$ cat src/rtl/multicycle_controller.sv
// Multi-cycle RISC-V control sequencer: FETCH/DECODE/EXECUTE/MEM/WRITEBACK
// with data-memory timeout, sticky error flags and activity counters.
module multicycle_controller #(
    parameter int INST_WIDTH  = 32,
    parameter int CNT_WIDTH   = 32,
    parameter int MEM_TIMEOUT = 15
) (
    input  logic                  clk,
    input  logic                  rst,
    input  logic                  run,
    input  logic [INST_WIDTH-1:0] instruction,
    input  logic                  alu_zero,
    input  logic                  mem_ready,
    output logic                  ir_load,
    output logic                  pc_w_en,
    output logic                  pc_branch_sel,
    output logic                  reg_w_en,
    output logic                  mem_r,
    output logic                  mem_w,
    output logic                  mem_to_reg,
    output logic                  alu_src,
    output logic [1:0]            alu_op,
    output logic [2:0]            state,
    output logic                  illegal,
    output logic                  mem_timeout_err,
    output logic [CNT_WIDTH-1:0]  cycle_count,
    output logic [CNT_WIDTH-1:0]  instret_count
);

    typedef enum logic [2:0] {
        S_IDLE      = 3'd0,
        S_FETCH     = 3'd1,
        S_DECODE    = 3'd2,
        S_EXECUTE   = 3'd3,
        S_MEM       = 3'd4,
        S_WRITEBACK = 3'd5,
        S_ERROR     = 3'd7
    } state_e;

    localparam logic [6:0] OP_R  = 7'b0110011;
    localparam logic [6:0] OP_I  = 7'b0010011;
    localparam logic [6:0] OP_LD = 7'b0000011;
    localparam logic [6:0] OP_ST = 7'b0100011;
    localparam logic [6:0] OP_BR = 7'b1100011;
    localparam logic [7:0] TMO   = 8'(MEM_TIMEOUT);

    state_e               state_q, state_d;
    logic                 illegal_q, illegal_d;
    logic                 err_q, err_d;
    logic [7:0]           tcnt_q, tcnt_d;
    logic [CNT_WIDTH-1:0] cycle_q, cycle_d;
    logic [CNT_WIDTH-1:0] instret_q, instret_d;

    logic [6:0] opcode;
    logic       is_r, is_i, is_ld, is_st, is_br, is_legal;
    logic       retire;
    logic       active;
    logic       unused_inst;

    assign opcode      = instruction[6:0];
    assign unused_inst = ^instruction[INST_WIDTH-1:7];
    assign is_r        = (opcode == OP_R);
    assign is_i        = (opcode == OP_I);
    assign is_ld       = (opcode == OP_LD);
    assign is_st       = (opcode == OP_ST);
    assign is_br       = (opcode == OP_BR);
    assign is_legal    = is_r | is_i | is_ld | is_st | is_br;

    // Next-state, sticky flags, timeout count and per-cycle strobes
    always_comb begin
        state_d       = state_q;
        illegal_d     = illegal_q;
        err_d         = err_q;
        tcnt_d        = 8'd0;
        retire        = 1'b0;
        ir_load       = 1'b0;
        pc_w_en       = 1'b0;
        pc_branch_sel = 1'b0;
        reg_w_en      = 1'b0;
        mem_r         = 1'b0;
        mem_w         = 1'b0;
        unique case (state_q)
            S_IDLE: begin
                if (run) state_d = S_FETCH;
            end
            S_FETCH: begin
                ir_load = 1'b1;
                state_d = S_DECODE;
            end
            S_DECODE: begin
                if (is_legal) begin
                    state_d = S_EXECUTE;
                end else begin
                    illegal_d = 1'b1;
                    pc_w_en   = 1'b1;
                    state_d   = run ? S_FETCH : S_IDLE;
                end
            end
            S_EXECUTE: begin
                if (is_br) begin
                    pc_w_en       = 1'b1;
                    pc_branch_sel = alu_zero;
                    retire        = 1'b1;
                end else if (is_ld || is_st) begin
                    state_d = S_MEM;
                end else begin
                    state_d = S_WRITEBACK;
                end
            end
            S_MEM: begin
                mem_r = is_ld;
                mem_w = is_st;
                if (mem_ready) begin
                    if (is_st) begin
                        pc_w_en = 1'b1;
                        retire  = 1'b1;
                    end else begin
                        state_d = S_WRITEBACK;
                    end
                end else if (tcnt_q + 8'd1 >= TMO) begin
                    state_d = S_ERROR;
                    err_d   = 1'b1;
                end else begin
                    tcnt_d = tcnt_q + 8'd1;
                end
            end
            S_WRITEBACK: begin
                reg_w_en = 1'b1;
                pc_w_en  = 1'b1;
                retire   = 1'b1;
            end
            S_ERROR: begin
                state_d = S_ERROR;
            end
            default: begin
                state_d = S_IDLE;
            end
        endcase
        if (retire) state_d = run ? S_FETCH : S_IDLE;
    end

    // Datapath selects decoded from the opcode while an instruction is live
    always_comb begin
        alu_op     = 2'b00;
        alu_src    = 1'b0;
        mem_to_reg = 1'b0;
        if (state_q inside {S_DECODE, S_EXECUTE, S_MEM, S_WRITEBACK}) begin
            mem_to_reg = is_ld;
            unique case (1'b1)
                is_ld, is_st: begin
                    alu_op  = 2'b00;
                    alu_src = 1'b1;
                end
                is_br: alu_op = 2'b01;
                is_r:  alu_op = 2'b10;
                is_i: begin
                    alu_op  = 2'b11;
                    alu_src = 1'b1;
                end
                default: ;
            endcase
        end
    end

    // Activity and retirement counters, frozen in IDLE and ERROR
    always_comb begin
        active    = (state_q != S_IDLE) && (state_q != S_ERROR);
        cycle_d   = active ? cycle_q + CNT_WIDTH'(1) : cycle_q;
        instret_d = retire ? instret_q + CNT_WIDTH'(1) : instret_q;
    end

    // State, flags and counters register
    always_ff @(posedge clk or negedge rst) begin
        if (!rst) begin
            state_q   <= S_IDLE;
            illegal_q <= 1'b0;
            err_q     <= 1'b0;
            tcnt_q    <= 8'd0;
            cycle_q   <= '0;
            instret_q <= '0;
        end else begin
            state_q   <= state_d;
            illegal_q <= illegal_d;
            err_q     <= err_d;
            tcnt_q    <= tcnt_d;
            cycle_q   <= cycle_d;
            instret_q <= instret_d;
        end
    end

    assign state           = state_q;
    assign illegal         = illegal_q;
    assign mem_timeout_err = err_q;
    assign cycle_count     = cycle_q;
    assign instret_count   = instret_q;

endmodule

$ cat config.mk
export PLATFORM = sky130hd
export DESIGN_NAME = multicycle_controller
export DESIGN_NICKNAME = d
export VERILOG_FILES = /design/src/rtl/multicycle_controller.sv
export SDC_FILE = /design/constraint.sdc
export NUM_CORES = 1
export LEC_CHECK = 0
export CORE_ASPECT_RATIO = 0.7
export CORE_MARGIN = 3
export CORE_UTILIZATION = 30
export CTS_CLUSTER_SIZE = 20
export DETAILED_ROUTE_END_ITERATION = 10
export PLACE_DENSITY = 0.66
export SLEW_MARGIN = 40
export SYNTH_ARGS = -nofsm -noshare
export SYNTH_HDL_FRONTEND = slang
export SYNTH_SLANG_ARGS = --single-unit
$ cat constraint.sdc
create_clock -name clk -period 2.3 [get_ports clk]
set_clock_uncertainty 0.05 [all_clocks]
set_input_delay 0.46 -clock clk [delete_from_list [all_inputs] [get_ports clk]]
set_output_delay 0.46 -clock clk [all_outputs]
set_load 0.01 [all_outputs]
==> results.md, run 1 <==
* Area grow syn2layout at 45.9%
* Hold Crit Class: in2async
* Die width at 138 um
* Via count at 2979
* First-pass GRT wire length at 15.0 mm
* Wirelength, routed at ~8.8 mm
* Longest Clk Path Bufs at 2
* GPL Wtd Cong at just under 0.8
* Critical path class: in2out
* Final worst slack at 0.0591 ns
* Cts hold-fix bufs at 0
* Number of flops mapped to enable cells by yosys at 0
* Root buf cell: clkbuf_16
* Largest net degree at the start of global routing at 42
* Critical path peak fanout at 3
* RSZ-0062 raised after global routing: false
* Critical Path Source Type: input pin
* CTS buffer count at 9
* Crit path max-delay cell type: or4_4
* Post-synth top area share at between 50% and 60%
* Layout cells sized above 1 at between 10% and 20%
* Vias in the first global route at about 3.0k
* P_sw at 1.23 mW
* Top post-synthesis cells by area: dfrtp_1 (53%), xnor2_1 (14%), nand3_1 (4.5%)
* Setup crit end kind: primary output
* Largest area contributor in the netlist: dfrtp_1
* Multiplexer area fraction after synthesis at 0.307%
* Total global routing track utilization at 13.3%
* Hold slack final at 0.0461 ns
* Leak Pwr at 2.28 nW
* Reg-to-reg critical path startpoint: state[2]
* Finish-stage setup viols at 0
* DR WL/cell at 14.0 um
* N_diodes at 0
* Max Transition Viols Final at 0
* Simple-gate portion of the synthesized area at a little under a quarter
* Final Hold Fails at 0
* Pwr per Cell Area at ~840 nW/um^2
* Placed wire-length estimate at 6.49 mm
* Clk sinks at 77
* Syn. warnings at 0
* Fillers at 1124
* Required time worst endpoint at 1.79 ns
* Arrival time of the worst setup path at between 1.5 and 2 ns
* Clock share of power at roughly 38%
* Comb pwr share at 25.0%
* Status: finished, final reports clean
* Pre-CTS setup slack at -0.648 ns
* Synth cell types at 45
* Min Tclk post-route at 2.24 ns
* Tot Pwr at 4.51 mW
* Internal at 3.28 mW
* Io pins at 116
* Nets at 507
* Initial drt markers at 107
* Die span in y at between 90 and 100 um
* Die footprint at around 14000 um^2
* Sw Share at 27.3%
* Initial Utilization at a little under a third
* Fraction of registers with async set/reset at 100%
* Tcrit/Tclk final at between 90% and 100%
* Synth Cell Area at 3670 um^2
* Critical-path cell list: dlygate4sd2_1, nand4bb_4, buf_6, a21oi_2, or4_4, nand2_1, buf_2
* FF+latch count, synth at 77
* Grt ovf at 0
* Site Rows at 33
* Largest stage delay, worst path at 0.55 ns
* Htree depth at 3
* Core footprint at 11800 um^2
* Initial antenna violation count at 0
* Largest family of logic cells by synthesized area: simple AND/OR/NAND/NOR gates
* Seq/Total Area, Yosys at 52.5%
* CTS tree: yes
* Crit path from: instruction[0]
* Most used DFF post-synth: dfrtp_1
* Critical path buffers and inverters at 3
* ANT nets after route at 0
* Mapped Cells at between 300 and 400
* Highest Clock Rate at 446 MHz
* Post-Synth Adder-Cell Area at roughly 1.4%
* Max Cap Viol at 0
* Syn avg cell area at 10.8 um^2
* PortBufs at 90
* DRC viols at 0
* VDD IR-drop max at 0.370 mV
* Xor-xnor portion of the synthesized cell area at 16.0%
* Clock latency on the worst-skew pair at 0.32 ns
* Seq pwr share at 37.3%
* TritonRoute pass-1 iters at 4
* Compound-Gate Fraction of Synth Area at 4.44%
* Family with the most delay on the worst path: simple AND/OR/NAND/NOR gates
* Clk slew on worst S/H paths at around 0.060 ns
* DR vias/cell at 4.74
area by class of cell:
class | count | area [um^2] | area share, %
clock buffers | 9 | 225 | 4.21
flip-flops and latches | 77 | 1930 | 36.1
repair buffers | 121 | 1120 | 21.0
well taps | 157 | 196 | 3.67
multi-input cells | 246 | 1700 | 31.8
clock inverters | 7 | 138 | 2.57
inverters | 11 | 41.3 | 0.772
stage by stage:
| step | area (um^2) | TNS (ns) | utilization (%) | instances |
|---|---|---|---|---|
| floorplan | 3680 | 0 | - | 344 |
| global placement | 4950 | -11.05 | 41.9 | 610 |
| detailed placement | 4950 | -12.14 | 41.9 | 610 |
| CTS | 5350 | 0 | 45.3 | 627 |
| global route | 5350 | 0 | 45.3 | 628 |
| finish | 5350 | 0 | 45.3 | 628 |
flip-flops by register name (all words and copies together) (netlist names):
name,flops
mem_timeout_err,1
instret_count,32
illegal,1
cycle_count,32
state,3
tcnt_q,8
Yosys cell counts (2+ instances only):
cell and instances:
dfrtp_1 77, xnor2_1 58, nand3_1 33, nand2_1 28
nand4_1 21, and3_1 14, nor2_1 14, inv_1 11
nor3_1 10, xor2_1 7, a21oi_1 6, and4_1 6
clkbuf_1 5, nor4_1 5, ha_1 4, buf_2 3
nand2b_1 3, a211o_1 2, a211oi_2 2, a21o_1 2
and2_1 2, buf_6 2, nand4b_1 2, nand4bb_1 2
or3_1 2
worst paths after layout:
check	to	slack (ns)	cells after the start
max in group asynchronous	instret_count[5]	1.56	2
worst min register to register	instret_count[31]	0.42	1
min in group clk	instret_count[31]	0.42	1
worst min-delay path	cycle_count[16]	0.05	1
worst max register to register	instret_count[8]	0.14	6
worst max-delay path	pc_w_en	0.06	7
routing by layer:
| layer | vias to the layer above | share of wire, % | track usage, % |
|---|---|---|---|
| met1 | 1447 | 48 | 18.4 |
| met3 | 8 | 5.1 | 4.12 |
| met5 | - | 0 | 0 |
| met4 | 0 | 0.58 | 2.73 |
| met2 | 69 | 46 | 20.9 |
| li1 | 1455 | - | - |
power by group through the flow:
| stage | clock network, mW | registers (mW) | logic (mW) |
|---|---|---|---|
| global placement | 0 | 1.69 | 1.12 |
| CTS | 1.75 | 1.68 | 1.14 |
| detailed placement | 0 | 1.70 | 1.14 |
| finish | 1.70 | 1.68 | 1.13 |
| floorplan | 0 | 1.70 | 0.499 |
| global route | 1.80 | 1.70 | 1.23 |
placed cells by master (no fill, tap or decap), drive strengths merged, types with 2 or more instances in the layout:
| master | n |
|---|---|
| conb | 4 |
| xor2 | 7 |
| nand2 | 28 |
| clkbuf | 11 |
| or3 | 3 |
| a21o | 2 |
| or4 | 2 |
| nand4b | 2 |
| and3 | 14 |
| nor4 | 5 |
| nor2 | 14 |
| inv | 11 |
| a211oi | 3 |
| nand4bb | 2 |
| ha | 4 |
| clkdlybuf4s50 | 72 |
| nand3 | 33 |
| xnor2 | 59 |
| bufinv | 4 |
| nand4 | 21 |
| dfrtp | 77 |
| and2 | 3 |
| nor3 | 10 |
| nand2b | 3 |
| dlygate4sd2 | 8 |
| clkinv | 2 |
| and4 | 6 |
| clkdlybuf4s15 | 3 |
| a21oi | 6 |
| buf | 34 |
| a211o | 2 |
timing repair:
item,CTS,global route
gates resized for setup,45,3
buffers inserted,1,1
pin swaps,3,1
setup endpoints to repair,15,4
cells by family after synthesis:
group,count (synthesis)
compound gates,21
xor+xnor,66
other cells,1
flops,77
fa+ha+maj,4
simple gates,150
buf+inv,21
mux,1
(Power assumes the default switching activity.)
==> run 2: changes to the inputs <==
PLACE_DENSITY = unset   (was 0.66)
PLACE_DENSITY_LB_ADDON = 0.08   (was unset)
==> results.md, run 2 (synthesis gave the netlist of run 1 again) <==
* Crit path from: mem_ready (was instruction[0])
* Min Tclk post-route at 2.23 ns (was 2.24 ns)
* CTS buffer count at 9 (unchanged)
* Largest net degree at the start of global routing at 41 (was 42)
* DR vias/cell at 4.70 (was 4.74)
* Core footprint at 11800 um^2 (unchanged)
* RSZ-0062 raised after global routing: true (was false)
* Total global routing track utilization at 14.2% (was 13.3%)
* Initial antenna violation count at 0 (unchanged)
* Tot Pwr at 4.28 mW (was 4.51 mW)
* Clock latency on the worst-skew pair at 0.33 ns (was 0.32 ns)
* Reg2reg end: instret_count[8] (unchanged)
* Placed wire-length estimate at 6.64 mm (was 6.49 mm)
* Critical-path cell list: clkdlybuf4s50_1, nand4bb_1, a211o_1, and2_4, nand2_4, buf_6 (was dlygate4sd2_1, nand4bb_4, buf_6, a21oi_2, or4_4, nand2_1, buf_2)
* Commonest non-fill, non-tap cell in the layout: dfrtp_1 (unchanged)
* Status: finished, final reports clean (unchanged)
* Vias in the first global route at 3019 (was 3004)
* Largest stage delay, worst path at 0.49 ns (was 0.55 ns)
* Grt ovf at 0 (unchanged)
* DR WL/cell at 14.8 um (was 14.0 um)
* TritonRoute pass-1 iters at 4 (unchanged)
* Setup crit end kind: primary output (unchanged)
* Longest Clk Path Bufs at 2 (unchanged)
* Io pins at 116 (unchanged)
* Highest Clock Rate at 449 MHz (was 446 MHz)
* Clk slew on worst S/H paths at 0.06 ns (about the same)
* Clk sinks at 77 (unchanged)
* ANT nets after route at 0 (unchanged)
* Max Transition Viols Final at 0 (unchanged)
* Area grow syn2layout at 45.8% (was 45.9%)
* Site Rows at 33 (unchanged)
* Die footprint at 13600 um^2 (unchanged)
* Arrival time of the worst setup path at 1.72 ns (was 1.73 ns)
* Hold EP: mem_timeout_err
* CTS tree: yes (unchanged)
* GPL Wtd Cong at 0.756 (was 0.787)
* Fillers at 1130 (was 1124)
* VDD IR-drop max at 0.357 mV (was 0.370 mV)
* Hold Path Origin: mem_timeout_err
* Htree depth at 3 (unchanged)
* Max Cap Viol at 0 (unchanged)
* Hold Path Stages at 1
* Tcrit/Tclk final at 96.7% (was 97.4%)
* Nets at 514 (was 507)
* First-pass GRT wire length at 15.8 mm (was 15.0 mm)
* Final Hold Fails at 0 (unchanged)
* Critical Path Source Type: input pin (unchanged)
* Layout cells sized above 1 at 16.7% (was 15.5%)
* Critical path peak fanout at 2 (was 3)
* Pwr per Cell Area at 801 nW/um^2 (was 842 nW/um^2)
* Initial drt markers at 115 (was 107)
* DRC viols at 0 (unchanged)
* Die span in y at 98.5 um (unchanged)
* Initial Utilization at 31.1% (unchanged)
* Critical path class: in2out (unchanged)
* Commonest cells after routing, fill and taps aside: dfrtp_1 (75), clkdlybuf4s50_1 (72), xnor2_1 (58) (unchanged)
* Cell Area, Placed at 4950 um^2 (about the same)
* Crit path max-delay cell type: clkdlybuf4s50_1 (was or4_4)
* Leak Pwr at 2.29 nW (was 2.28 nW)
* Reg2Reg Depth at 7 (was 6)
* Post-layout instance area at 5350 um^2 (about the same)
* Root buf cell: clkbuf_16 (unchanged)
* N_diodes at 0 (unchanged)
* Hold Crit Class: reg2reg (was in2async)
* Via count at 2985 (was 2979)
* Required time worst endpoint at 1.79 ns (about the same)
* PortBufs at 90 (unchanged)
* Die width at 138 um (unchanged)
* Wirelength, routed at 9.38 mm (was 8.80 mm)
* Finish-stage setup viols at 0 (unchanged)
* Setup slack, reg-to-reg at 0.14 ns (about the same)
* Reg-to-reg critical path startpoint: state[2] (unchanged)
[run 2: cell types whose count changed in the layout (fill, tap and decap cells not counted), moves of 3 or more]
cell	previous run	this run
bufinv_16	4	1
buf_4	30	34
buf_2	2	6
buf_6	1	4
[run 2: repair_timing]
action | 4_1_cts | 5_1_grt
resized for setup | 54 | 4
setup buffers | 4 | 4
hold buffers | 1 | 0
pin swaps | 5 | 4
endpoints found under the setup margin | 10 | 25
hold endpoints to repair | 11 | 0
[run 2: how the worst max path moves through the flow]
stage / cells after the start / end / slack (ns)
2_1_floorplan: 7 / instret_count[8] / 0.08
3_3_place_gp: 7 / pc_w_en / -0.53
3_5_place_dp: 7 / pc_w_en / -0.55
4_1_cts: 7 / pc_w_en / -0.05
5_1_grt: 6 / pc_w_en / -0.002
6_report: 6 / pc_w_en / 0.07
[run 2: area by class of cell]
cell class / instances / area (um^2) / share of cell area, %
timing repair buffer: 128 / 1180 / 22.1
clock inverter: 7 / 66.3 / 1.24
inverter: 11 / 41.3 / 0.772
clock buffer: 9 / 225 / 4.21
sequential: 77 / 1930 / 36.1
tap: 157 / 196 / 3.67
multi-input combinational: 246 / 1710 / 31.9
[run 2: where the power goes]
part / internal, mW / switching, mW
Sequential: 1.49 / 0.172
Clock: 0.834 / 0.560
Combinational: 0.664 / 0.558
[run 2: through the flow]
| step | cells | hold slack (ns) | setup slack, ns | TNS [ns] | util [%] |
|---|---|---|---|---|---|
| finish | 635 | 0.418 | 0.0749 | 0 | 45.3 |
| global route | 635 | 0.437 | -0.00236 | -0.00236 | 45.3 |
| CTS | 632 | 0.428 | -0.0462 | -0.0462 | 45.0 |
| detailed placement | 611 | 0.269 | -0.547 | -11.18 | 42.0 |
| global placement | 611 | 0.268 | -0.527 | -9.81 | 42.0 |
| floorplan | 344 | 0.114 | 0.0836 | 0 | - |
[run 2: critical path: cells and delay by family]
family	cells	cell delay [ns]
buf+inv	2	0.59
simple gates	3	0.34
compound gates	1	0.32
[run 2: per-layer routing]
layer	track usage (%)	wire (um)
met1	21.0	4990
met2	19.8	3840
met3	5.87	523
met4	2.58	29
met5	0	0
==> run 3: changes to the inputs <==
--- a/config.mk
+++ b/config.mk
@@ -17 +17,2 @@
 export SYNTH_SLANG_ARGS = --single-unit
+export TNS_END_PERCENT = 10
==> constraint.sdc (replaced) <==
create_clock -name clk -period 2.3 [get_ports clk]
set_clock_uncertainty 0.05 [all_clocks]
set_input_delay 0.345 -clock clk [delete_from_list [all_inputs] [get_ports clk]]
set_output_delay 0.345 -clock clk [all_outputs]
set_load 0.01 [all_outputs]
==> results.md, run 3 (synthesis gave the netlist of run 1 again) <==
* Sw Share at 29.5% (was 30.1%)
* Met2 usage at 18.3% (was 19.8%)
* Placed Instances at 607 (was 611)
* Max Cap Viol at 0 (unchanged)
* Max Transition Viols Final at 0 (unchanged)
* Commonest cells after routing, fill and taps aside: clkdlybuf4s50_1 (79), dfrtp_1 (75), xnor2_1 (58) (was dfrtp_1 (75), clkdlybuf4s50_1 (72), xnor2_1 (58))
* Total global routing track utilization at 13.9% (was 14.2%)
* Clock latency on the worst-skew pair at 0.33 ns (about the same)
* N_diodes at 0 (unchanged)
* Final Non-Filler Cells at 624 (was 635)
* Core footprint at 11800 um^2 (unchanged)
* Commonest non-fill, non-tap cell in the layout: clkdlybuf4s50_1 (was dfrtp_1)
* Hold slack final at 0.419 ns (was 0.418 ns)
* Clk sinks at 77 (unchanged)
* Largest net degree at the start of global routing at 42 (was 41)
* Area grow syn2layout at 44.1% (was 45.8%)
* Critical path class: in2out (unchanged)
* Htree depth at 3 (unchanged)
* Initial antenna violation count at 0 (unchanged)
* Longest Clk Path Bufs at 2 (unchanged)
* Io pins at 116 (unchanged)
* Seq pwr share at 39.5% (was 38.9%)
* Finish-stage setup viols at 0 (unchanged)
* Nets at 503 (was 514)
* First-pass GRT wire length at 15.4 mm (was 15.8 mm)
* DR vias/cell at 4.66 (was 4.70)
* Rel. slew slack at 55.9%
* Post-layout instance area at 5280 um^2 (was 5350 um^2)
* P_sw at 1.25 mW (was 1.29 mW)
* Final Hold Fails at 0 (unchanged)
* RSZ-0062 raised after global routing: true (unchanged)
* ANT nets after route at 0 (unchanged)
* Grt ovf at 0 (unchanged)
* CTS buffer count at 9 (unchanged)
* Tcrit/Tclk final at 99.7% (was 96.7%)
* Initial Utilization at 31.1% (unchanged)
* Wirelength, routed at 9.14 mm (was 9.38 mm)
* VDD IR-drop max at 0.383 mV (was 0.357 mV)
* Final worst slack at 0.00769 ns (was 0.0749 ns)
* Leak Pwr at 2.23 nW (was 2.29 nW)
* Die span in y at 98.5 um (unchanged)
* Root buf cell: clkbuf_16 (unchanged)
* Comb pwr share at 26.2% (was 28.5%)
* Min Tclk post-route at 2.29 ns (was 2.23 ns)
* Via count at 2905 (was 2985)
* Hold Crit Class: reg2reg (unchanged)
* Critical path peak fanout at 6 (was 2)
* Clk slew on worst S/H paths at 0.06 ns (about the same)
* Internal at 2.99 mW (about the same)
* Pre-CTS setup slack at -0.352 ns (was -0.547 ns)
* Site Rows at 33 (unchanged)
* Pwr per Cell Area at 803 nW/um^2 (was 801 nW/um^2)
* Initial drt markers at 127 (was 115)
* Slew @ Worst Pin at 0.659 ns
* Layout cells sized above 1 at 13.5% (was 16.7%)
* Placed wire-length estimate at 6.61 mm (was 6.64 mm)
* Arrival time of the worst setup path at 1.90 ns (was 1.72 ns)
* Die footprint at 13600 um^2 (unchanged)
* Met3 global-route usage at 4.22% (was 5.87%)
* Die width at 138 um (unchanged)
* Required time worst endpoint at 1.90 ns (was 1.79 ns)
* PortBufs at 90 (unchanged)
* Cell Area, Placed at 4920 um^2 (was 4950 um^2)
* Vias in the first global route at 2937 (was 3019)
* Met1 Use GR at 21.6% (was 21.0%)
* CTS tree: yes (unchanged)
* GPL Wtd Cong at 0.739 (was 0.756)
* Grt peak-use layer: met1 (unchanged)
* Total negative slack at 0 ns (unchanged)
* DRC viols at 0 (unchanged)
* DR WL/cell at 14.6 um (was 14.8 um)
* TritonRoute pass-1 iters at 4 (unchanged)
* Critical Path Source Type: input pin (unchanged)
* Status: finished, final reports clean (unchanged)
* Highest Clock Rate at 436 MHz (was 449 MHz)
* Setup crit end kind: primary output (unchanged)
* Clock share of power at 34.3% (was 32.6%)
==> run 3: cell types whose count changed in the layout (fill, tap and decap cells not counted), moves of 2 or more <==
cell / before / now
clkdlybuf4s50_1: 72 / 79
dlygate4sd2_1: 6 / 3
buf_6: 4 / 1
clkinv_2: 4 / 2
buf_2: 6 / 0
clkbuf_8: 0 / 2
buf_4: 34 / 25
clkbuf_2: 0 / 2
==> run 3: power by group through the flow <==
stage	registers [mW]	clock network [mW]	logic, mW
finish	1.67	1.45	1.11
global route	1.70	1.57	1.24
CTS	1.67	1.51	1.13
detailed placement	1.69	0	1.11
global placement	1.69	0	1.10
floorplan	1.70	0	0.499
==> run 3: final cells by class <==
class | count | area, um^2
fill | 1134 | 6530
sequential | 77 | 1930
multi-input combinational | 246 | 1690
timing repair buffer | 117 | 1110
clock buffer | 11 | 253
tap | 157 | 196
clock inverter | 5 | 57.6
inverter | 11 | 41.3
==> run 3: what timing repair did <==
action	CTS	global route
resized for setup	17	11
pin swaps	0	1
hold buffers	1	0
endpoints found under the setup margin	9	9
setup buffers	0	0
endpoints found under the hold margin	36	0
==> run 3: worst max-delay path, stage by stage <==
cell and delay [ns]:
clkdlybuf4s50_1 0.41, nand4bb_4 0.26, buf_6 0.16, a211o_1 0.28, and2_4 0.18, nand2_1 0.05, clkdlybuf4s15_2 0.22
==> run 3: stage by stage <==
step           total power, mW  util [%]
2_1_floorplan             2.20         -
3_3_place_gp              2.80      41.7
3_5_place_dp              2.80      41.7
4_1_cts                   4.31      44.6
5_1_grt                   4.50      44.7
6_report                  4.24      44.7
==> run 3: path summary, 6_finish.rpt <==
kind,from,endpoint,slack (ns),cells after the start
max in group asynchronous,rst,instret_count[10],1.13,3
max,instruction[3],pc_w_en,0.008,7
min reg2reg,instret_count[31],instret_count[31],0.42,1
min,instret_count[31],instret_count[31],0.42,1
min in group asynchronous,rst,cycle_count[16],0.47,2
max reg2reg,state[1],instret_count[8],0.13,6
==> run 3: routing by layer <==
metal	part of all wire, %	vias up
met2	40	72
met3	4.2	7
met1	55	1387
met4	0.90	0
li1	-	1439
met5	0	-
